[src/rtl/om_range_buffer_pkg.sv]
// rtl/om_range_buffer_pkg.sv - shared range type, defaults and range test helper
package om_pkg;

    localparam int OM_DEPTH  = 8;
    localparam int OM_ADDR_W = 32;

    // Inclusive byte-address range [first, last]
    typedef struct packed {
        logic [OM_ADDR_W-1:0] first;
        logic [OM_ADDR_W-1:0] last;
    } om_range_t;

    // Unsigned, inclusive at both ends
    function automatic logic om_in_range(om_range_t r, logic [OM_ADDR_W-1:0] addr);
        return (addr >= r.first) && (addr <= r.last);
    endfunction

endpackage

[src/rtl/om_range_buffer_if.sv]
// rtl/om_range_buffer_if.sv - write/query/status bundle between tracker and range buffer
interface om_range_buffer_if #(
    parameter int DEPTH  = 8,
    parameter int ADDR_W = 32
);
    localparam int IDX_W = $clog2(DEPTH);

    logic              clear_i;
    logic              en_write_i;
    logic [ADDR_W-1:0] addr_first_i;
    logic [ADDR_W-1:0] addr_last_i;
    logic [ADDR_W-1:0] find_addr_i;
    logic              addr_in_range_o;
    logic [IDX_W-1:0]  hit_idx_o;
    logic [ADDR_W-1:0] read_o;
    logic [ADDR_W-1:0] read2_o;
    logic [IDX_W:0]    count_o;
    logic              full_o;
    logic              overwrite_o;

    modport master (
        output clear_i, en_write_i, addr_first_i, addr_last_i, find_addr_i,
        input  addr_in_range_o, hit_idx_o, read_o, read2_o, count_o, full_o, overwrite_o
    );

    modport slave (
        input  clear_i, en_write_i, addr_first_i, addr_last_i, find_addr_i,
        output addr_in_range_o, hit_idx_o, read_o, read2_o, count_o, full_o, overwrite_o
    );

endinterface

[src/rtl/om_range_buffer_cmp.sv]
// rtl/om_range_buffer_cmp.sv - per-slot range comparator
module om_range_cmp
    import om_pkg::*;
(
    input  logic                 valid,
    input  om_range_t            bounds,
    input  logic [OM_ADDR_W-1:0] addr,
    output logic                 hit
);

    assign hit = valid && om_in_range(bounds, addr);

endmodule

[src/rtl/om_range_buffer.sv]
// rtl/om_range_buffer.sv - circular buffer of overflow ranges with combinational lookup
module om_range_buffer
    import om_pkg::*;
#(
    parameter int DEPTH  = OM_DEPTH,
    parameter int ADDR_W = OM_ADDR_W
) (
    input  logic              clk_i,
    input  logic              rst_ni,
    om_range_buffer_if.slave  bus
);

    localparam int PTR_W = $clog2(DEPTH);
    localparam int CNT_W = PTR_W + 1;

    om_range_t         slot_q [DEPTH];
    logic [DEPTH-1:0]  valid_q;
    logic [PTR_W-1:0]  wr_ptr_q;
    logic [CNT_W-1:0]  count_q;
    logic              overwrite_q;
    logic [ADDR_W-1:0] read_q;
    logic [ADDR_W-1:0] read2_q;

    logic [PTR_W-1:0]     newest_idx;
    om_range_t            newest;
    om_range_t            wr_range;
    logic [OM_ADDR_W-1:0] query;
    logic                 full;
    logic                 wr_ok;
    logic                 merge;
    logic [DEPTH-1:0]     hit_vec;
    logic [PTR_W-1:0]     hit_idx;

    // Newest slot sits just behind the write pointer (power-of-two wrap)
    assign newest_idx     = wr_ptr_q - PTR_W'(1);
    assign newest         = slot_q[newest_idx];
    assign wr_range.first = OM_ADDR_W'(bus.addr_first_i);
    assign wr_range.last  = OM_ADDR_W'(bus.addr_last_i);
    assign query          = OM_ADDR_W'(bus.find_addr_i);
    assign full           = (count_q == CNT_W'(DEPTH));

    // Malformed ranges are dropped; merging never crosses the top of the address space
    assign wr_ok = bus.en_write_i && !bus.clear_i && (wr_range.first <= wr_range.last);
    assign merge = wr_ok && (count_q != '0) && (newest.last != '1)
                && (wr_range.first == newest.last + OM_ADDR_W'(1));

    // Slot storage, pointers, count and registered newest-entry view
    always_ff @(posedge clk_i or negedge rst_ni) begin
        if (!rst_ni) begin
            for (int i = 0; i < DEPTH; i++) slot_q[i] <= '0;
            valid_q     <= '0;
            wr_ptr_q    <= '0;
            count_q     <= '0;
            overwrite_q <= 1'b0;
            read_q      <= '0;
            read2_q     <= '0;
        end else if (bus.clear_i) begin
            for (int i = 0; i < DEPTH; i++) slot_q[i] <= '0;
            valid_q     <= '0;
            wr_ptr_q    <= '0;
            count_q     <= '0;
            overwrite_q <= 1'b0;
            read_q      <= '0;
            read2_q     <= '0;
        end else begin
            overwrite_q <= 1'b0;
            if (merge) begin
                slot_q[newest_idx].last <= wr_range.last;
                read2_q                 <= ADDR_W'(wr_range.last);
            end else if (wr_ok) begin
                slot_q[wr_ptr_q]  <= wr_range;
                valid_q[wr_ptr_q] <= 1'b1;
                wr_ptr_q          <= wr_ptr_q + PTR_W'(1);
                if (!full) count_q <= count_q + CNT_W'(1);
                overwrite_q       <= full;
                read_q            <= ADDR_W'(wr_range.first);
                read2_q           <= ADDR_W'(wr_range.last);
            end
        end
    end

    for (genvar g = 0; g < DEPTH; g++) begin : g_cmp
        om_range_cmp u_cmp (
            .valid  (valid_q[g]),
            .bounds (slot_q[g]),
            .addr   (query),
            .hit    (hit_vec[g])
        );
    end

    // Lowest matching slot wins
    always_comb begin
        hit_idx = '0;
        for (int i = DEPTH - 1; i >= 0; i--) begin
            if (hit_vec[i]) hit_idx = PTR_W'(i);
        end
    end

    assign bus.addr_in_range_o = |hit_vec;
    assign bus.hit_idx_o       = hit_idx;
    assign bus.read_o          = read_q;
    assign bus.read2_o         = read2_q;
    assign bus.count_o         = count_q;
    assign bus.full_o          = full;
    assign bus.overwrite_o     = overwrite_q;

endmodule

[src/flat_wrapper.sv]
// flat-port wrapper written by rule: the top's interface ports become plain ports
module om_range_buffer_flat import om_pkg::*;
#(
    parameter int DEPTH  = OM_DEPTH,
    parameter int ADDR_W = OM_ADDR_W
)
  (clk_i, rst_ni, bus_clear_i, bus_en_write_i, bus_addr_first_i, bus_addr_last_i, bus_find_addr_i, bus_addr_in_range_o, bus_hit_idx_o, bus_read_o, bus_read2_o, bus_count_o, bus_full_o, bus_overwrite_o);
  om_range_buffer_if #(.DEPTH(DEPTH), .ADDR_W(ADDR_W)) bus_i ();
  input  logic clk_i;
  input  logic rst_ni;
  input wire logic [$bits(bus_i.clear_i)-1:0] bus_clear_i;
  input wire logic [$bits(bus_i.en_write_i)-1:0] bus_en_write_i;
  input wire logic [$bits(bus_i.addr_first_i)-1:0] bus_addr_first_i;
  input wire logic [$bits(bus_i.addr_last_i)-1:0] bus_addr_last_i;
  input wire logic [$bits(bus_i.find_addr_i)-1:0] bus_find_addr_i;
  output wire logic [$bits(bus_i.addr_in_range_o)-1:0] bus_addr_in_range_o;
  output wire logic [$bits(bus_i.hit_idx_o)-1:0] bus_hit_idx_o;
  output wire logic [$bits(bus_i.read_o)-1:0] bus_read_o;
  output wire logic [$bits(bus_i.read2_o)-1:0] bus_read2_o;
  output wire logic [$bits(bus_i.count_o)-1:0] bus_count_o;
  output wire logic [$bits(bus_i.full_o)-1:0] bus_full_o;
  output wire logic [$bits(bus_i.overwrite_o)-1:0] bus_overwrite_o;
  assign bus_i.clear_i = bus_clear_i;
  assign bus_i.en_write_i = bus_en_write_i;
  assign bus_i.addr_first_i = bus_addr_first_i;
  assign bus_i.addr_last_i = bus_addr_last_i;
  assign bus_i.find_addr_i = bus_find_addr_i;
  assign bus_addr_in_range_o = bus_i.addr_in_range_o;
  assign bus_hit_idx_o = bus_i.hit_idx_o;
  assign bus_read_o = bus_i.read_o;
  assign bus_read2_o = bus_i.read2_o;
  assign bus_count_o = bus_i.count_o;
  assign bus_full_o = bus_i.full_o;
  assign bus_overwrite_o = bus_i.overwrite_o;
  om_range_buffer #(.DEPTH(DEPTH), .ADDR_W(ADDR_W)) u_core (.clk_i(clk_i), .rst_ni(rst_ni), .bus(bus_i));
endmodule
[config.mk]
export PLATFORM = sky130hd
export DESIGN_NAME = om_range_buffer_flat
export DESIGN_NICKNAME = d
export VERILOG_FILES = /design/src/rtl/om_range_buffer_pkg.sv /design/src/rtl/om_range_buffer_if.sv /design/src/rtl/om_range_buffer_cmp.sv /design/src/rtl/om_range_buffer.sv /design/src/flat_wrapper.sv
export SDC_FILE = /design/constraint.sdc
export NUM_CORES = 2
export LEC_CHECK = 0
export BUFFER_PORTS_ARGS = -buffer_cell sky130_fd_sc_hd__buf_2
export CAP_MARGIN = 20
export CELL_PAD_IN_SITES_DETAIL_PLACEMENT = 0
export CELL_PAD_IN_SITES_GLOBAL_PLACEMENT = 1
export CORE_MARGIN = 2
export CORE_UTILIZATION = 53
export DETAILED_ROUTE_END_ITERATION = 16
export MAX_ROUTING_LAYER = met4
export PLACE_DENSITY_LB_ADDON = 0.12
export SLEW_MARGIN = 20
export SYNTH_ARGS = -nofsm -noshare
export SYNTH_HDL_FRONTEND = slang
export SYNTH_SLANG_ARGS = --single-unit
[constraint.sdc]
create_clock -name clk_i -period 11.8 [get_ports clk_i]
set_clock_uncertainty 0.05 [all_clocks]
set_input_delay 0.59 -clock clk_i [delete_from_list [all_inputs] [get_ports clk_i]]
set_output_delay 0.59 -clock clk_i [all_outputs]
set_load 0.01 [all_outputs]
==> flow_metrics.tcl <==
set metrics [dict create \
    end_kind "register" \
    start_util 0.5364 \
    cp_slowest_cell "dfrtp_4" \
    path_buf_inv 5 \
    wl_per_cell_um 25.05 \
    postCtsHoldBufs 0 \
    syn_area_per_cell_sq_um 9.176 \
    cpPeakStageDelay_ps 800 \
    grt_overflow 0 \
    grt_usage 0.3586 \
    hold_viol_final 3 \
    gp_congestion 0.9375 \
    failed_checks "hold timing" \
    cts_resized 0 \
    grt_pass1_wl_mm 213.7 \
    cts_made_buffers 72 \
    p_leak_nw 19.98 \
    tns_ps 0 \
    path_depth 19 \
    detail-route-antenna-nets 0 \
    clkTransAtPathRegs_ps 60 \
    powerDensity_nw_per_um2 113.8 \
    fin_nets 5211 \
    ir_drop_uv 105.2 \
    synth_edf_count 0 \
    final_common_cell "dfrtp_1" \
    first_global_vias 32975 \
    syn_nets 5192 \
    via_per_inst 6.159 \
    die_height_um 284.5 \
    h-tree-depth 3 \
    dieArea_sq_um 80910 \
    num_rows 102 \
    max_freq_mhz 126.6 \
    arrival_ps 8300 \
    dieWidth_um 284.5 \
    clk_path_buf_depth 3 \
    post_cts_buffers 0 \
    async_flop_share 1.000 \
    synth_top_area_cell "dfrtp_1" \
    rsz0062_at_grt "no" \
    dr.pass1.iters 6 \
    port_buffers 173 \
    synthTopCellsByArea "dfrtp_1 (36%), ha_1 (16%), mux2i_1 (5.1%)" \
    grt_start_max_net_pins 226 \
    synth_cell_types 89 \
    antenna_found_initial 2 \
    ys_warn_count 0 \
    synth-seq-area-share 0.3554 \
    first_iter_violations 3398 \
    most-common-layout-cells "dfrtp_1 (591), ha_1 (549), inv_1 (548)" \
    setup_viol 0 \
    syn_inst 4543 \
    syn2layout_area_growth_pct 9.085 \
    hold_ws_ps -6.935 \
    critPathRequiredTime_ps 12200 \
    ys.flop_type "dfrtp_1" \
    drive_above_1_share 0.1023 \
    cp-start-kind "register" \
    cts-root-buf "clkbuf_16" \
    critical_path.top_delay_family "buffers and inverters" \
    finalCriticalPeriod_ps 7901 \
    coreArea_sq_um 77720 \
    hp-class "in -> async" \
    fin_crit_sh 0.6696 \
    yosysTopAreaCellShare 0.3554 \
    max_cap_viol_count 0 \
    dp_hpwl_mm 93.41 \
    tightest_slew_ps 1188 \
    route.vias.total 34844 \
    tritoncts "yes" \
    routed_wl_mm 141.7 \
    status "complete, but fails checks" \
    synth_area_sq_um 41690 \
    synth_seq_cells 592 \
    clkSinkCount 592 \
    path_cells "inv_1, ha_1, xor2_4, buf_4, mux4_2, inv_1, ha_1, nor3b_1, nand4_1, nor4b_1, nor3_1, a31oi_1, nor3_1, nand4_4, buf_12, mux2i_4, buf_4, mux2i_1, nor2_1" \
    slew_headroom 0.2024 \
    ios 174 \
    drc_errors 0 \
    clock_latency_ps 620 \
    finalMaxSlewViolations 0 \
    ff2ff_setup_slack_ps 3900 \
    crit_type "reg -> reg" \
    reg2regPathDepth 19 \
    worstPathMaxFanout 148 \
]
-- cell type report --
class	instances	area (sq um)
Tap cell	1040	1301
Antenna cell	2	5.005
Inverter	548	2057
Clock inverter	22	259.0
Timing Repair Buffer	215	1286
Multi-Input combinational cell	3133	23590
Fill cell	7065	32250
Sequential cell	592	14820
Clock buffer	105	2158
-- routing by layer --
| layer | up-vias | wire length [um] | global-route usage | share of wire |
|---|---|---|---|---|
| met1 | 17153 | 62950 | 0.5002 | 0.44 |
| met4 | 0 | 4740 | 0.1096 | 0.033 |
| li1 | 16061 | - | - | - |
| met5 | - | 0 | - | 0 |
| met2 | 1374 | 62740 | 0.5364 | 0.44 |
| met3 | 256 | 11270 | 0.05770 | 0.080 |
-- flip-flops by register name, summed over array words and instances, names as in the netlist --
name	cells
u_core.bus.read_o	32
u_core.valid_q	8
u_core.bus.read2_o	32
u_core.bus.count_o	4
u_core.slot_q	512
u_core.wr_ptr_q	3
u_core.bus.overwrite_o	1
-- worst reg2reg max path: cells and delay by family (launching register included) --
| family | cells | cell delay, ps |
|---|---|---|
| adders and majority gates | 2 | 570 |
| DFF | 1 | 800 |
| buffers and inverters | 5 | 2250 |
| AOI/OAI and AO/OA | 1 | 210 |
| muxes | 3 | 1850 |
| and+or+nand+nor | 7 | 1860 |
| xor gates and xnor gates | 1 | 150 |
-- through the flow --
step | instance area [sq um] | cells | total power, mW | utilization | setup WS (ps)
floorplan | 41690 | 4543 | 2.575 | - | 5440
global placement | 43010 | 5526 | 2.880 | 0.5534 | 4296
detailed placement | 43050 | 5528 | 2.890 | 0.5539 | 4096
CTS | 45470 | 5655 | 5.194 | 0.5850 | 4046
global route | 45470 | 5657 | 5.367 | 0.5851 | 3327
finish | 45470 | 5657 | 5.176 | 0.5851 | 3899
-- report_power, final --
group / leakage, nW / switching, mW / internal (mW)
combinational: 10.6 / 0.514 / 0.259
sequential: 8.23 / 0.0291 / 2.06
clock: 1.20 / 0.934 / 1.38
total: 20.0 / 1.48 / 3.70
-- worst paths after layout --
kind	from	to
max	u_core.wr_ptr_q[0]	u_core.slot_q[468]
min	rst_ni	u_core.bus.read2_o[25]
max reg2reg	u_core.wr_ptr_q[0]	u_core.slot_q[468]
min reg2reg	u_core.valid_q[0]	u_core.valid_q[0]
max in group asynchronous	rst_ni	u_core.slot_q[118]
min in group clk_i	bus_addr_last_i[4]	u_core.slot_q[324]
-- synthesized netlist by cell type (13+ instances only) --
| master | number |
|---|---|
| mux4_2 | 42 |
| and4_1 | 14 |
| a2111oi_0 | 14 |
| dfrtp_1 | 592 |
| nor3_1 | 23 |
| buf_6 | 17 |
| o31ai_1 | 50 |
| a21o_1 | 171 |
| inv_1 | 548 |
| nand4_1 | 112 |
| buf_4 | 16 |
| a21oi_1 | 351 |
| nor2b_1 | 60 |
| o21ai_1 | 38 |
| xnor2_1 | 24 |
| o41ai_1 | 75 |
| nor4_1 | 13 |
| ha_1 | 549 |
| clkbuf_1 | 152 |
| buf_2 | 68 |
| nor2_1 | 203 |
| o21a_1 | 46 |
| o31ai_2 | 37 |
| nand3b_1 | 91 |
| buf_1 | 14 |
| mux2_2 | 16 |
| xor2_1 | 15 |
| mux2i_1 | 212 |
| nand2b_1 | 38 |
| nand3_1 | 190 |
| nand2_1 | 386 |
| o21ai_0 | 216 |
-- cells by family (layout without fill, tap and decap cells) --
group,count (synthesis),count (layout),share of synthesized area
fa+ha+maj,549,549,0.1648
simple gates,1193,1193,0.1438
buf+inv,818,890,0.08113
flops,592,592,0.3554
mux,275,275,0.08005
compound gates,1076,1076,0.1661
other cells,0,2,0
xor+xnor,40,40,0.008854
Power figures use the tool's default switching activity.
